[src/rtl/counter_step_updown.sv]
// counter_step_updown: parametrised up/down modulo counter with programmable
// wrap limit, parallel load and a registered boundary pulse.
// Optional build macro COUNTER_STEP_SAT_EN selects saturating mode; when it is
// undefined the counter wraps modulo (limit+1).
module counter_step_updown #(
  parameter int WIDTH     = 4,
  parameter int UP_STEP   = 2,
  parameter int DOWN_STEP = 1
) (
  input  logic             clk,
  input  logic             reset_n,
  input  logic             en,
  input  logic             up,
  input  logic             load,
  input  logic [WIDTH-1:0] load_val,
  input  logic [WIDTH-1:0] limit,
  output logic [WIDTH-1:0] count,
  output logic             wrap,
  output logic             at_limit
);

  localparam logic [WIDTH:0] C_UP   = (WIDTH+1)'(UP_STEP);
  localparam logic [WIDTH:0] C_DOWN = (WIDTH+1)'(DOWN_STEP);

  logic [WIDTH-1:0] r_count;
  logic             r_wrap;

  logic [WIDTH:0]   w_cnt_x;
  logic [WIDTH:0]   w_lim_x;
  logic [WIDTH:0]   w_mod;
  logic [WIDTH:0]   w_sum;
  logic [WIDTH:0]   w_deficit;
  logic [WIDTH:0]   w_tmp;
  logic [WIDTH-1:0] w_next_count;
  logic             w_next_wrap;

  assign w_cnt_x   = {1'b0, r_count};
  assign w_lim_x   = {1'b0, limit};
  assign w_mod     = w_lim_x + (WIDTH+1)'(1);
  assign w_sum     = w_cnt_x + C_UP;
  assign w_deficit = C_DOWN - w_cnt_x;

  // Next count and boundary flag for one enabled step, all in WIDTH+1 bits
  always_comb begin
    w_next_count = r_count;
    w_next_wrap  = 1'b0;
    w_tmp        = '0;
    if (up) begin
      if (w_sum <= w_lim_x) begin
        w_next_count = w_sum[WIDTH-1:0];
      end else begin
        w_next_wrap = 1'b1;
`ifdef COUNTER_STEP_SAT_EN
        w_next_count = limit;
`else
        // Wrap once; a result still above limit (step larger than the
        // modulus, or count already above limit) collapses to zero.
        w_tmp = w_sum - w_mod;
        if (w_tmp > w_lim_x) begin
          w_next_count = '0;
        end else begin
          w_next_count = w_tmp[WIDTH-1:0];
        end
`endif
      end
    end else begin
      if (w_cnt_x > w_lim_x) begin
        w_next_count = limit;
        w_next_wrap  = 1'b1;
      end else if (w_cnt_x >= C_DOWN) begin
        w_tmp        = w_cnt_x - C_DOWN;
        w_next_count = w_tmp[WIDTH-1:0];
      end else begin
        w_next_wrap = 1'b1;
`ifdef COUNTER_STEP_SAT_EN
        w_next_count = '0;
`else
        // Borrow past zero; a borrow larger than the modulus would go
        // negative, so it lands on limit instead.
        if (w_deficit > w_mod) begin
          w_next_count = limit;
        end else begin
          w_tmp        = w_mod - w_deficit;
          w_next_count = w_tmp[WIDTH-1:0];
        end
`endif
      end
    end
  end

  // Count/wrap registers: reset > load > enabled step > hold
  always_ff @(posedge clk) begin
    if (!reset_n) begin
      r_count <= '0;
      r_wrap  <= 1'b0;
    end else if (load) begin
      r_count <= load_val;
      r_wrap  <= 1'b0;
    end else if (en) begin
      r_count <= w_next_count;
      r_wrap  <= w_next_wrap;
    end else begin
      r_wrap  <= 1'b0;
    end
  end

  assign count    = r_count;
  assign wrap     = r_wrap;
  assign at_limit = (r_count == limit);

endmodule

[config.mk]
export PLATFORM = sky130hd
export DESIGN_NAME = counter_step_updown
export DESIGN_NICKNAME = d
export VERILOG_FILES = /design/src/rtl/counter_step_updown.sv
export SDC_FILE = /design/constraint.sdc
export NUM_CORES = 1
export LEC_CHECK = 0
export CORE_ASPECT_RATIO = 0.7
export CORE_MARGIN = 3
export CORE_UTILIZATION = 55
export CTS_CLUSTER_DIAMETER = 100
export DETAILED_ROUTE_END_ITERATION = 8
export GPL_TIMING_DRIVEN = 0
export PLACE_DENSITY = 0.9
export SLEW_MARGIN = 5
export SYNTH_ARGS = -nofsm -noshare
export SYNTH_HDL_FRONTEND = slang
export SYNTH_SLANG_ARGS = --single-unit
export TNS_END_PERCENT = 100
[constraint.sdc]
create_clock -name clk -period 9.43 [get_ports clk]
set_input_delay 1.886 -clock clk [delete_from_list [all_inputs] [get_ports clk]]
set_output_delay 1.886 -clock clk [all_outputs]
set_load 0.01 [all_outputs]
==> impl_metrics.ini <==
[setup_path]
end_kind = output port
path_cells = clkdlybuf4s50_1, inv_1, ha_1, nor3_1, clkdlybuf4s50_1
worst-setup-path-type = in -> out
r2r-start = count[1]
crit_slowest_cell = clkdlybuf4s50_1
cp.arrival_ns = 3.95
required_ns = 7.54
rr_endpoint = count[3]
r2r_cells = 14
crit_top_cell = clkdlybuf4s50_1
worstPathMaxFanout = 7
r2r_slack_ns = 5.52
max_stage_delay_ns = 0.66
startpoint_type = input pin

[cts]
cts-buffers-inserted = 3
cts_max_level = 1
cts_root_buf = clkbuf_4
insertion_delay_ns = 0.26
tritoncts = yes
cts_setup_buffers = 0
path_clk_slew_ns = 0.05
ctsHoldBuffers = 0
cts_buffer_depth = 2
postCtsResizedCells = 0
cts.sinks = 5

[sta]
min_period_over_period = 0.619
finalHoldViolCount = 0
finalSetupViolCount = 0
rsz0062_at_grt = no
slew_headroom = 0.588
slew_viol_final = 0
layout_min_cycle_time_ns = 5.84
tns_ns = 0
tightest_slew_ns = 0.615
finClkSkew_ns = 0.00859
fmax_mhz = 171

[cells_and_area]
area_delta_synth_final_pct = 18.5
multi_input_area_um2 = 1140
nets = 233
diodes = 0
final_cell_mix = 23 x ha_1, 18 x inv_1, 18 x clkdlybuf4s50_1
fin_util = 0.710
fillers = 197
seqCellArea_um2 = 100
finalInstanceArea_um2 = 1580
drive_above_1_share = 0.0769
layout_commonest_cell = ha_1

[global_route]
grt_max_degree = 11
grt_usage = 0.257
grt_pass1_wl_mm = 5.89
grt_antenna_before_repair = 0
grt_overflow = 0
grt_pass1_vias = 1238

[yosys]
seq_area_frac_synth = 0.0751
syn_area_um2 = 1330
synth-edff-count = 0
synth-async-reset-ratio = 0
synthCells = 173
synth_nets = 210
synth_cell_types = 50
ys_seq_elements = 5
synth-main-ff-cell = dfxtp_1
yosysWarnings = 0
syn_avg_cell_area_um2 = 7.70

[power]
irDropWorstVdd_mv = 0.0767
leakagePower_nw = 0.719
cellPowerDensity_nw_per_um2 = 143

[floorplan]
fp.dieH_um = 47.2
die_w_um = 64.8
num_rows = 14
core_um2 = 2220
start_util = 0.599
die-area_um2 = 3060
io_pins = 19

[place]
dpl_cell_area_um2 = 1550
place_congestion = 0.884
hpwl_mm = 2.97
io_buffers = 18

[routing]
post_drt_wl_per_cell_um = 16.1
antenna_left = 0
routed-via-count = 1383
drt_iter0_drc = 68
drt_wl_total_mm = 3.67
drc_errors = 0
viasPerCell = 6.09
drt_first_pass_iters = 5

[min_path]
hold_path_class = reg -> reg
min_from = count[0]
holdPathStages = 2
min_to = count[0]

[run_status]
status = finished clean

[flow_run]
max-cap-violations = 0
[worst max-delay path, delay by kind of cell]
kind	cells	cell delay [ns]
buf+inv	3	1.35
simple gates	1	0.28
fa+ha+maj	1	0.43
[logic make-up after synthesis]
group	count (synthesis)	share of synthesized area
AND/OR/NAND/NOR	54	0.223
AO/OA/AOI/OAI	50	0.249
flip-flops	5	0.0751
multiplexers	3	0.0235
XOR/XNOR	14	0.122
adder cells (fa/ha/maj)	25	0.239
buffers and inverters	22	0.0685
[where the power goes]
group	switching [mW]	internal, mW
Combinational	0.0958	0.0744
Sequential	0.00388	0.0235
Clock	0.0114	0.0162
Total	0.111	0.114
[synth_stat cells, types with 5 or more instances]
master   count  area share
xnor2_1      5       0.033
nand2_1     13       0.037
xor2_1       6       0.039
inv_1       18       0.051
nor2_1      12       0.034
dfxtp_1      5       0.075
o21ai_0     13       0.049
nor2b_1      5       0.023
ha_1        23        0.22
a21oi_1     10       0.038
nand3_1      5       0.019
[sequential cells by signal, indices dropped and copies added (netlist names)]
name,flops
count,4
wrap,1
[routing by layer]
metal,up-vias,wire (um),GRT usage
li1,671,-,-
met1,639,1590,0.344
met2,63,1710,0.429
met3,10,310,0.0478
met4,0,59,0.0798
met5,-,0,0
[cell type report]
cell class,count,share of cell area
multi-input cells,146,0.723
repair buffers,18,0.114
flip-flops and latches,5,0.0634
inverters,18,0.0428
well taps,32,0.0254
clock buffers,4,0.0166
plain buffers,4,0.0151
[per-stage QoR]
stage                     instances  power [mW]  worst slack [ns]  hold WS [ns]
after floorplan                 173       0.150              4.90         0.574
after global placement          223       0.184              3.66         0.578
after detailed placement        223       0.194              3.59         0.626
after CTS                       227       0.222              3.59         0.649
after global routing            227       0.243              3.50         0.692
final                           227       0.225              3.59         0.670
[worst max path at each step]
stage	from	endpoint	cells past startpoint	slack, ns
global route	limit[0]	at_limit	5	3.50
detailed placement	limit[0]	at_limit	5	3.59
floorplan	limit[0]	at_limit	3	4.90
CTS	limit[0]	at_limit	5	3.59
finish	limit[0]	at_limit	5	3.59
global placement	limit[0]	at_limit	5	3.66
Note: power is estimated with default switching activity, not from simulation.
